## src/rtl/intr_ctrl_if.sv

```systemverilog
// ---------------------------------------------------------------------------
// intr_ctrl_if
//   I/O bus seen by the interrupt controller.
//   io_cs / io_rd / io_wr : chip select and read/write strobes
//   Addr                  : 12-bit byte address
//   D_In                  : 32-bit write data
//   D_Out                 : 32-bit read data, OR-combined by the CPU into its
//                           I/O return bus, so it is 0 when not being read
//   master drives the bus (CPU side), slave is the controller.
// ---------------------------------------------------------------------------
interface intr_ctrl_if;
    logic        io_cs;
    logic        io_rd;
    logic        io_wr;
    logic [11:0] Addr;
    logic [31:0] D_In;
    logic [31:0] D_Out;

    modport master (
        output io_cs, io_rd, io_wr, Addr, D_In,
        input  D_Out
    );

    modport slave (
        input  io_cs, io_rd, io_wr, Addr, D_In,
        output D_Out
    );
endinterface

```

## src/rtl/intr_ctrl.sv

```systemverilog
// ---------------------------------------------------------------------------
// intr_ctrl
//   Prioritised interrupt controller. Edge-detects up to N_SRC asynchronous
//   sources into PEND, gates them with MASK, and requests the CPU on intr for
//   the lowest-index eligible source. The acknowledged source is held in
//   service (VEC) until software writes EOI; there is no nesting.
//
//   Ports
//     sys_clk  : system clock, rising edge
//     sys_rst  : asynchronous active-low reset
//     irq_in   : raw source lines, rising edge requests
//     ie       : CPU interrupt-enable flag
//     int_ack  : CPU acknowledge while intr=1
//     intr     : registered request to the CPU
//     io       : I/O bus (slave side)
//
//   Register map (word offset = Addr[3:2], block hit on Addr[11:4]):
//     0 PEND  R / W1C        1 MASK  R/W
//     2 VEC   R {valid,26'b0,id[4:0]}     3 EOI  W (any data)
// ---------------------------------------------------------------------------
module intr_ctrl #(
    parameter int          N_SRC     = 8,
    parameter logic [11:0] BASE_ADDR = 12'hF00
) (
    input  logic             sys_clk,
    input  logic             sys_rst,
    input  logic [N_SRC-1:0] irq_in,
    input  logic             ie,
    input  logic             int_ack,
    output logic             intr,
    intr_ctrl_if.slave       io
);

    typedef enum logic [1:0] {IDLE, REQ, SERVICE} state_e;

    state_e             state_q, state_d;
    logic               intr_q, intr_d;
    logic [N_SRC-1:0]   sync1_q, sync1_d;
    logic [N_SRC-1:0]   sync2_q, sync2_d;
    logic [N_SRC-1:0]   sync3_q, sync3_d;
    logic [N_SRC-1:0]   pend_q, pend_d;
    logic [N_SRC-1:0]   mask_q, mask_d;
    logic [4:0]         vec_id_q, vec_id_d;

    logic               sel;
    logic [1:0]         offset;
    logic               wr_pend, wr_mask, wr_eoi;
    logic [N_SRC-1:0]   rise;
    logic [N_SRC-1:0]   eligible;
    logic [N_SRC-1:0]   win_oh;
    logic [4:0]         winner;
    logic               ack_fire;
    logic               unused_bits;

    // Bus decode
    assign sel     = io.io_cs && (io.Addr[11:4] == BASE_ADDR[11:4]);
    assign offset  = io.Addr[3:2];
    assign wr_pend = sel && io.io_wr && (offset == 2'd0);
    assign wr_mask = sel && io.io_wr && (offset == 2'd1);
    assign wr_eoi  = sel && io.io_wr && (offset == 2'd3);

    // Rising edge seen between the 2nd and 3rd synchroniser stages
    assign rise     = sync2_q & ~sync3_q;
    assign eligible = pend_q & mask_q;
    assign ack_fire = (state_q == REQ) && int_ack && (|eligible);

    assign unused_bits = &{1'b0, io.Addr[1:0], io.D_In[31:N_SRC]};

    // Lowest index wins: scan downwards so the last hit is the lowest bit.
    always_comb begin
        // NOTE: every always_comb output gets a default first so no path can
        // leave it unassigned and infer a latch.
        win_oh = '0;
        winner = '0;
        for (int i = N_SRC - 1; i >= 0; i--) begin
            if (eligible[i]) begin
                win_oh    = '0;
                win_oh[i] = 1'b1;
                winner    = 5'(i);
            end
        end
    end

    // FSM: next state
    always_comb begin
        state_d = state_q;
        case (state_q)
            IDLE:    if (ie && (|eligible)) state_d = REQ;
            REQ: begin
                if (ack_fire)                      state_d = SERVICE;
                else if (!ie || !(|eligible))      state_d = IDLE;
            end
            SERVICE: if (wr_eoi) state_d = IDLE;
            default: state_d = IDLE;
        endcase
    end

    // FSM: output (registered next cycle)
    always_comb begin
        intr_d = (state_d == REQ);
    end

    // FSM: state register
    always_ff @(posedge sys_clk or negedge sys_rst) begin
        // NOTE: sequential state uses non-blocking assignments so every flop
        // samples pre-edge values regardless of statement order.
        if (!sys_rst) begin
            state_q <= IDLE;
            intr_q  <= 1'b0;
        end else begin
            state_q <= state_d;
            intr_q  <= intr_d;
        end
    end

    // Datapath next-state
    always_comb begin
        sync1_d  = irq_in;
        sync2_d  = sync1_q;
        sync3_d  = sync2_q;
        mask_d   = wr_mask ? io.D_In[N_SRC-1:0] : mask_q;
        vec_id_d = vec_id_q;

        pend_d = pend_q;
        if (wr_pend)  pend_d = pend_d & ~io.D_In[N_SRC-1:0];
        if (ack_fire) pend_d = pend_d & ~win_oh;
        // A new edge is OR-ed in last so it survives a W1C or an ack.
        pend_d = pend_d | rise;

        if (ack_fire)
            vec_id_d = winner;
        else if ((state_q == SERVICE) && wr_eoi)
            vec_id_d = '0;
    end

    always_ff @(posedge sys_clk or negedge sys_rst) begin
        if (!sys_rst) begin
            sync1_q  <= '0;
            sync2_q  <= '0;
            sync3_q  <= '0;
            pend_q   <= '0;
            mask_q   <= '0;
            vec_id_q <= '0;
        end else begin
            sync1_q  <= sync1_d;
            sync2_q  <= sync2_d;
            sync3_q  <= sync3_d;
            pend_q   <= pend_d;
            mask_q   <= mask_d;
            vec_id_q <= vec_id_d;
        end
    end

    // Combinational read; zero when not read so it can be OR-combined.
    always_comb begin
        io.D_Out = 32'h0;
        if (sel && io.io_rd) begin
            case (offset)
                2'd0:    io.D_Out = 32'(pend_q);
                2'd1:    io.D_Out = 32'(mask_q);
                2'd2:    io.D_Out = {(state_q == SERVICE), 26'b0, vec_id_q};
                default: io.D_Out = 32'h0;
            endcase
        end
    end

    assign intr = intr_q;

endmodule
```

## src/flat_wrapper.sv

```systemverilog
// flat-port wrapper written by rule: the top's interface ports become plain ports
module intr_ctrl_flat 
#(
    parameter int          N_SRC     = 8,
    parameter logic [11:0] BASE_ADDR = 12'hF00
)
  (sys_clk, sys_rst, irq_in, ie, int_ack, intr, io_io_cs, io_io_rd, io_io_wr, io_Addr, io_D_In, io_D_Out);
  intr_ctrl_if io_i ();
  input  logic sys_clk;
  input  logic sys_rst;
  input  logic [N_SRC-1:0] irq_in;
  input  logic ie;
  input  logic int_ack;
  output logic intr;
  input wire logic [$bits(io_i.io_cs)-1:0] io_io_cs;
  input wire logic [$bits(io_i.io_rd)-1:0] io_io_rd;
  input wire logic [$bits(io_i.io_wr)-1:0] io_io_wr;
  input wire logic [$bits(io_i.Addr)-1:0] io_Addr;
  input wire logic [$bits(io_i.D_In)-1:0] io_D_In;
  output wire logic [$bits(io_i.D_Out)-1:0] io_D_Out;
  assign io_i.io_cs = io_io_cs;
  assign io_i.io_rd = io_io_rd;
  assign io_i.io_wr = io_io_wr;
  assign io_i.Addr = io_Addr;
  assign io_i.D_In = io_D_In;
  assign io_D_Out = io_i.D_Out;
  intr_ctrl #(.N_SRC(N_SRC), .BASE_ADDR(BASE_ADDR)) u_core (.sys_clk(sys_clk), .sys_rst(sys_rst), .irq_in(irq_in), .ie(ie), .int_ack(int_ack), .intr(intr), .io(io_i));
endmodule
```

## config.mk

```make
export PLATFORM = sky130hd
export DESIGN_NAME = intr_ctrl_flat
export DESIGN_NICKNAME = d
export VERILOG_FILES = /design/src/rtl/intr_ctrl_if.sv /design/src/rtl/intr_ctrl.sv /design/src/flat_wrapper.sv
export SDC_FILE = /design/constraint.sdc
export NUM_CORES = 1
export LEC_CHECK = 0
export BUFFER_PORTS_ARGS = -buffer_cell sky130_fd_sc_hd__buf_2
export CORE_ASPECT_RATIO = 1.25
export CORE_MARGIN = 2
export CORE_UTILIZATION = 50
export DETAILED_ROUTE_END_ITERATION = 6
export PLACE_DENSITY = 0.82
export SYNTH_ARGS = -nofsm -noshare
export SYNTH_HDL_FRONTEND = slang
export SYNTH_SLANG_ARGS = --single-unit
```

## constraint.sdc

```tcl
create_clock -name sys_clk -period 2.85 [get_ports sys_clk]
set_clock_uncertainty 0.15 [all_clocks]
set_input_delay 0.4275 -clock sys_clk [delete_from_list [all_inputs] [get_ports sys_clk]]
set_output_delay 0.4275 -clock sys_clk [all_outputs]
set_load 0.005 [all_outputs]
```

After elaboration in Yosys (flattened, before gate mapping):

Cells that the tools add are included.

* flip-flop bits (word level): 48
* bits of input ports: 59
* output and inout bits: 33
* word-level logic and storage cells: 67

* equality and inequality tests: 7
* muxes and demuxes: 27
* bitwise gates (word level): 8
* reduce and logical (&&, ||, !) cells: 17

Operators with widths (count)
* 32-bit one-hot mux with 3 select lines: 1
* 8-bit 2-to-1 mux: 10
* 5-bit 2-to-1 mux: 9
* 8-bit bitwise AND: 4
* 32-bit 2-to-1 mux: 1
* 8-bit inverter: 3
* 1-bit logical AND: 10
* 8-bit == test (second input constant): 1
* 2-bit 2-to-1 mux: 4
* 8-bit OR: 1
* 8-bit OR reduction: 1
* 2-bit by 1-bit == test with 1-bit output (second input constant): 3
* 2-bit == test (second input constant): 3
* 2-bit one-hot mux with 3 select lines: 1
* 2-bit zero test: 2
* 3-bit 2-to-1 mux: 1
* 1-bit zero test: 2
* 2-bit nonzero test: 1
* 1-bit logical OR: 1

Logic depth before layout (Yosys ltp):

Gate-level depths: netlist of the first run.

* depth after elaboration: 13
* mapped depth: 5
* depth with buffers taken out: 4

Least setup slack after synthesis of the first run:

No wires, ideal clock.

* path type: input to output
* start point: in io_Addr[7]
* end point: out io_D_Out[31]
* data arrival time: 1.572 ns
* required time: 2.273 ns
* slack: 0.700 ns
* stages: 4
* buffers on the path: 0
* path through: or4_4 > nor3_1 > nand2_1 > nor3b_1

* longest elaborated chain between the ends: 4

RTL lines
* start, declared: line flat_wrapper.sv:18 `input wire logic [$bits(io_i.Addr)-1:0] io_Addr;`
* 8-bit == test: line intr_ctrl.sv:56 `assign sel = io.io_cs && (io.Addr[11:4] == BASE_ADDR[11:4]);`
* 1-bit logical AND: line intr_ctrl.sv:56
* 1-bit logical AND: line intr_ctrl.sv:157 `if (sel && io.io_rd) begin`
* 32-bit 2-to-1 mux: line intr_ctrl.sv:157
* end, declared: line flat_wrapper.sv:20 `output wire logic [$bits(io_i.D_Out)-1:0] io_D_Out;`

Every way passes these cells.

Final worst setup path of the first run:

Ends and elaborated chain as after synthesis.

==> results.json, run 1 <==
{
  "pwr-share-seq": 0.573,
  "cts_resized": 0,
  "netlist_instances": 185,
  "regArea_um2": 1150,
  "synth-main-ff-cell": "dfrtp_1",
  "synth_edf_count": 0,
  "hold_ws_ns": 0.0810,
  "p_sw_uw": 263,
  "comb_power_share": 0.063,
  "total_power_mw": 1.19,
  "required_ns": 2.27,
  "place_area_um2": 2300,
  "p_clk_frac": 0.364,
  "critical_path.endpoint": "io_D_Out[31]",
  "hold_buffers": 0,
  "io_pins": 92,
  "routedWlPerCell_um": 12.8,
  "root_buffer": "clkbuf_8",
  "crit_cells": 6,
  "end_kind": "primary output",
  "diodes": 0,
  "remaining_drc_errors": 0,
  "rr_startpoint": "u_core.pend_q[0]",
  "via_per_inst": 5.06,
  "synth.avg_cell_area_um2": 11.5,
  "drt-initial-drc-count": 84,
  "final_cell_mix": "dfrtp_1 (46), buf_2 (42), conb_1 (23)",
  "area_delta_synth_final_pct": 13.2,
  "io_buffers": 42,
  "vdd_drop_max_v": 0.000339,
  "cp-start-kind": "input port",
  "firstDrtPassIters": 4,
  "grt_pass1_wl_um": 6400,
  "drive_above_1_share": 0.289,
  "gp_congestion": 0.784,
  "p_sw_frac": 0.222,
  "seq_area_frac_synth": 0.543,
  "min_period_over_period": 0.863,
  "dieHeight_um": 76.8,
  "post_cts_buffers": 0,
  "slew_violations": 0,
  "final_area_um2": 2400,
  "worst_ep_arrival_time_ns": 1.88,
  "r2r_end": "u_core.vec_id_q[1]",
  "setup_viol": 0,
  "cts_max_level": 2,
  "grt_start_max_net_pins": 47,
  "p_int_uw": 922,
  "rsz0062_at_grt": "false",
  "fillers": 354,
  "crit_type": "in -> out",
  "worstHoldPathType": "in -> reg",
  "cts_inserted_buffers": 5,
  "die_area_um2": 4780,
  "period_needed_ns": 2.46,
  "drv_cap": 0,
  "synth-warning-count": 0,
  "fmax_mhz": 407,
  "slew_headroom": 0.345,
  "coreArea_um2": 4070,
  "grt_pass1_vias": 1426,
  "path_cells": "buf_2, or4_4, nor3_1, nand2_1, nor3b_1, buf_2",
  "synthArstFlopShare": 1.00,
  "drt_wl_total_um": 3680,
  "startpoint": "io_Addr[7]",
  "fin_setup_tns_ns": 0,
  "cp_common_cell": "buf_2",
  "layout_commonest_cell": "dfrtp_1",
  "crit_family": "simple AND/OR/NAND/NOR gates",
  "syn_area_um2": 2120,
  "multi_input_area_um2": 827,
  "fin_nets": 290,
  "p_leak_nw": 1.17,
  "hold_start": "irq_in[0]",
  "ys_types": 38,
  "initial_core_util": 0.522,
  "hold_viol_final": 0,
  "die_w_um": 62.3,
  "antenna_found_initial": 0,
  "path_buf_inv": 2,
  "status": "completed",
  "r2r_cells": 4,
  "ys_ff_latch": 46,
  "max_slew.worst_pin.slew_ns": 0.982,
  "track_usage": 0.168,
  "cts.clk_slew.worst_paths_ns": 0.09,
  "clkLatencyLatePin_ns": 0.30,
  "clkSinkCount": 46,
  "final_util": 0.590,
  "clk_path_buf_depth": 2,
  "antenna_left": 0,
  "p_per_area_nw_per_um2": 494,
  "cp_slowest_stage_delay_ns": 0.57,
  "hpwl_um": 2690,
  "rows": 26,
  "num_vias": 1458,
  "cts_tree": "built",
  "worst-path-max-fanout": 4,
  "crit_path_top_delay_cell": "or4_4",
  "reg2reg_slack_ns": 0.91,
  "grt-ovfl-total": 0
}
power by group through the flow:
stage	clock, mW	sequential (mW)	combinational (mW)
4_1_cts	0.448	0.679	0.0755
3_3_place_gp	0	0.691	0.0742
2_1_floorplan	0	0.690	0.0560
5_1_grt	0.474	0.682	0.0848
3_5_place_dp	0	0.692	0.0751
6_report	0.432	0.679	0.0745
worst min-delay path by stage:
| stage | endpoint | slack [ns] | depth (start not counted) |
|---|---|---|---|
| floorplan | u_core.intr | -0.02 | 0 |
| global placement | u_core.sync2_q[5] | 0.18 | 0 |
| detailed placement | u_core.sync2_q[1] | 0.18 | 0 |
| CTS | u_core.sync1_q[0] | 0.08 | 1 |
| global route | u_core.sync1_q[0] | 0.07 | 1 |
| finish | u_core.sync1_q[0] | 0.08 | 1 |
Yosys cell counts (3+ instances only):
library cell  count  area share
inv_1            10       0.018
mux2i_1           8       0.038
a31o_2            4       0.017
a22o_1            5       0.021
nand3_1           4      0.0094
nand2b_1          3      0.0089
mux2_2            8       0.042
a32o_1            4       0.019
nand2_1          15       0.027
nor2_1           14       0.025
dfrtp_1          46        0.54
buf_4            23       0.081
a21oi_1           4      0.0094
area by class of cell:
type / count / area share
multi-input combinational: 126 / 0.344
timing repair buffer: 42 / 0.0875
inverter: 10 / 0.0156
clock buffer: 7 / 0.0401
tap: 56 / 0.0292
clock inverter: 1 / 0.00365
sequential: 46 / 0.479
registers in the layout, indices dropped and copies added (netlist names):
name             count
u_core.mask_q        8
u_core.pend_q        8
u_core.sync1_q       8
u_core.sync2_q       8
u_core.sync3_q       8
u_core.vec_id_q      3
u_core.state_q       2
u_core.intr          1
metrics by stage:
step	std cells	worst slack (ns)
2_1_floorplan	207	0.700
5_1_grt	288	0.255
3_3_place_gp	280	0.413
3_5_place_dp	280	0.396
6_report	288	0.391
4_1_cts	288	0.389
cell families (layout without fill, tap and decap cells):
kind of cell	count (synthesis)	in the layout	share of synthesized area
AOI/OAI and AO/OA	30	30	0.113
buffers and inverters	35	60	0.106
DFF	46	46	0.543
muxes	16	16	0.0802
other	1	23	0.00177
and+or+nand+nor	57	57	0.156
per-layer routing:
metal	up-vias	global-route usage	share of wire
met2	52	0.278	0.48
met4	0	0.0667	0.0087
li1	706	-	-
met3	3	0.0469	0.070
met5	-	0	0
met1	697	0.209	0.44
No activity file was read; power rests on OpenSTA's default activity.
==> inputs of run 2 (changes only) <==
--- a/constraint.sdc
+++ b/constraint.sdc
@@ -3,3 +3,3 @@
 set_input_delay 0.4275 -clock sys_clk [delete_from_list [all_inputs] [get_ports sys_clk]]
 set_output_delay 0.4275 -clock sys_clk [all_outputs]
-set_load 0.005 [all_outputs]
+set_load 0.05 [all_outputs]
==> results.json, run 2 (synthesis results as in run 1) <==
{
  "post_cts_buffers": 0,
  "area_delta_synth_final_pct": 13.8,
  "dieHeight_um": 76.8,
  "worst-path-max-fanout": 4,
  "die_area_um2": 4780,
  "total_power_mw": 1.30,
  "antenna_found_initial": 0,
  "final_util": 0.594,
  "antenna_left": 0,
  "fillers": 357,
  "clkLatencyLatePin_ns": 0.30,
  "cts_inserted_buffers": 5,
  "root_buffer": "clkbuf_8",
  "slew_violations": 0,
  "die_w_um": 62.3,
  "num_vias": 1465,
  "place_ws_ns": 0.252,
  "clkSinkCount": 46,
  "io_pins": 92,
  "gp_congestion": 0.790,
  "crit_type": "in -> out",
  "drt-initial-drc-count": 72,
  "fin_nets": 290,
  "firstDrtPassIters": 6,
  "setup_viol": 0,
  "grt_start_max_net_pins": 47,
  "rows": 26,
  "p_leak_nw": 1.17,
  "coreArea_um2": 4070,
  "cp-start-kind": "input port",
  "drive_above_1_share": 0.290,
  "layout_commonest_cell": "dfrtp_1",
  "track_usage": 0.171,
  "fin_ws_ns": 0.261,
  "routedWlPerCell_um": 13.1,
  "slew_headroom": 0.338,
  "grt_pass1_vias": 1356,
  "status": "completed",
  "hpwl_um": 2760,
  "period_needed_ns": 2.59,
  "remaining_drc_errors": 0,
  "via_per_inst": 5.10,
  "fin_setup_tns_ns": 0,
  "hold_buffers": 0,
  "hold_viol_final": 0,
  "grt_pass1_wl_um": 6350,
  "io_buffers": 42,
  "end_kind": "primary output",
  "initial_core_util": 0.522,
  "drv_cap": 0,
  "cts.clk_slew.worst_paths_ns": 0.08,
  "rsz0062_at_grt": "false",
  "fmax_mhz": 386,
  "diodes": 0,
  "hold_ws_ns": 0.0759,
  "clk_path_buf_depth": 2,
  "vdd_drop_max_v": 0.000291,
  "final_cell_mix": "dfrtp_1 (46), buf_2 (42), conb_1 (23)",
  "dp.cells": 280,
  "p_per_area_nw_per_um2": 539,
  "worstHoldPathType": "in -> reg",
  "grt-ovfl-total": 0,
  "min_period_over_period": 0.908,
  "final_area_um2": 2410,
  "cts_max_level": 2,
  "worst_ep_arrival_time_ns": 2.01,
  "drt_wl_total_um": 3760,
  "required_ns": 2.27,
  "cts_tree": "built",
  "max_slew.worst_pin.slew_ns": 0.992,
  "place_area_um2": 2300,
  "fin_cells": 287,
  "cts_resized": 0
}
## run 2: cell types whose count changed in the layout (fill, tap and decap cells not counted)
| cell | previous run | this run |
|---|---|---|
| bufinv_16 | 0 | 1 |
| clkbuf_8 | 7 | 6 |
| clkinv_4 | 1 | 0 |
| nor3b_1 | 1 | 0 |
| nor3b_2 | 0 | 1 |
## run 2: routing by layer
metal,GRT usage,routed length [um]
met1,0.217,1620
met2,0.275,1840
met3,0.0469,229
met4,0.0733,73
met5,0,0
## run 2: layout make-up
| class | count | area, um2 | area share |
|---|---|---|---|
| Timing Repair Buffer | 42 | 210 | 0.0871 |
| Clock inverter | 1 | 30.0 | 0.0124 |
| Sequential cell | 46 | 1150 | 0.477 |
| Multi-Input combinational cell | 126 | 832 | 0.345 |
| Inverter | 10 | 37.5 | 0.0156 |
| Tap cell | 56 | 70.1 | 0.0290 |
| Clock buffer | 6 | 82.6 | 0.0342 |
## run 2: worst paths after layout
check,depth (start not counted),from,slack [ns],to
min in group asynchronous,1,sys_rst,0.13,u_core.mask_q[6]
hold / removal,1,irq_in[0],0.08,u_core.sync1_q[0]
setup reg to reg,4,u_core.pend_q[0],0.87,u_core.vec_id_q[1]
max in group asynchronous,1,sys_rst,1.80,u_core.state_q[1]
setup / recovery,6,io_Addr[7],0.26,io_D_Out[31]
hold reg to reg,0,u_core.sync1_q[1],0.20,u_core.sync2_q[1]
## run 2: report_power, final
group | switching (mW) | internal, mW | leakage [nW]
Combinational | 0.106 | 0.0291 | 0.571
Sequential | 0.00788 | 0.671 | 0.543
Clock | 0.205 | 0.280 | 0.0573
Total | 0.319 | 0.981 | 1.17
## run 2: worst max-delay path, stage by stage
cell and delay [ns]:
buf_2 0.09, or4_4 0.57, nor3_1 0.30, nand2_1 0.18, nor3b_2 0.17, buf_2 0.27
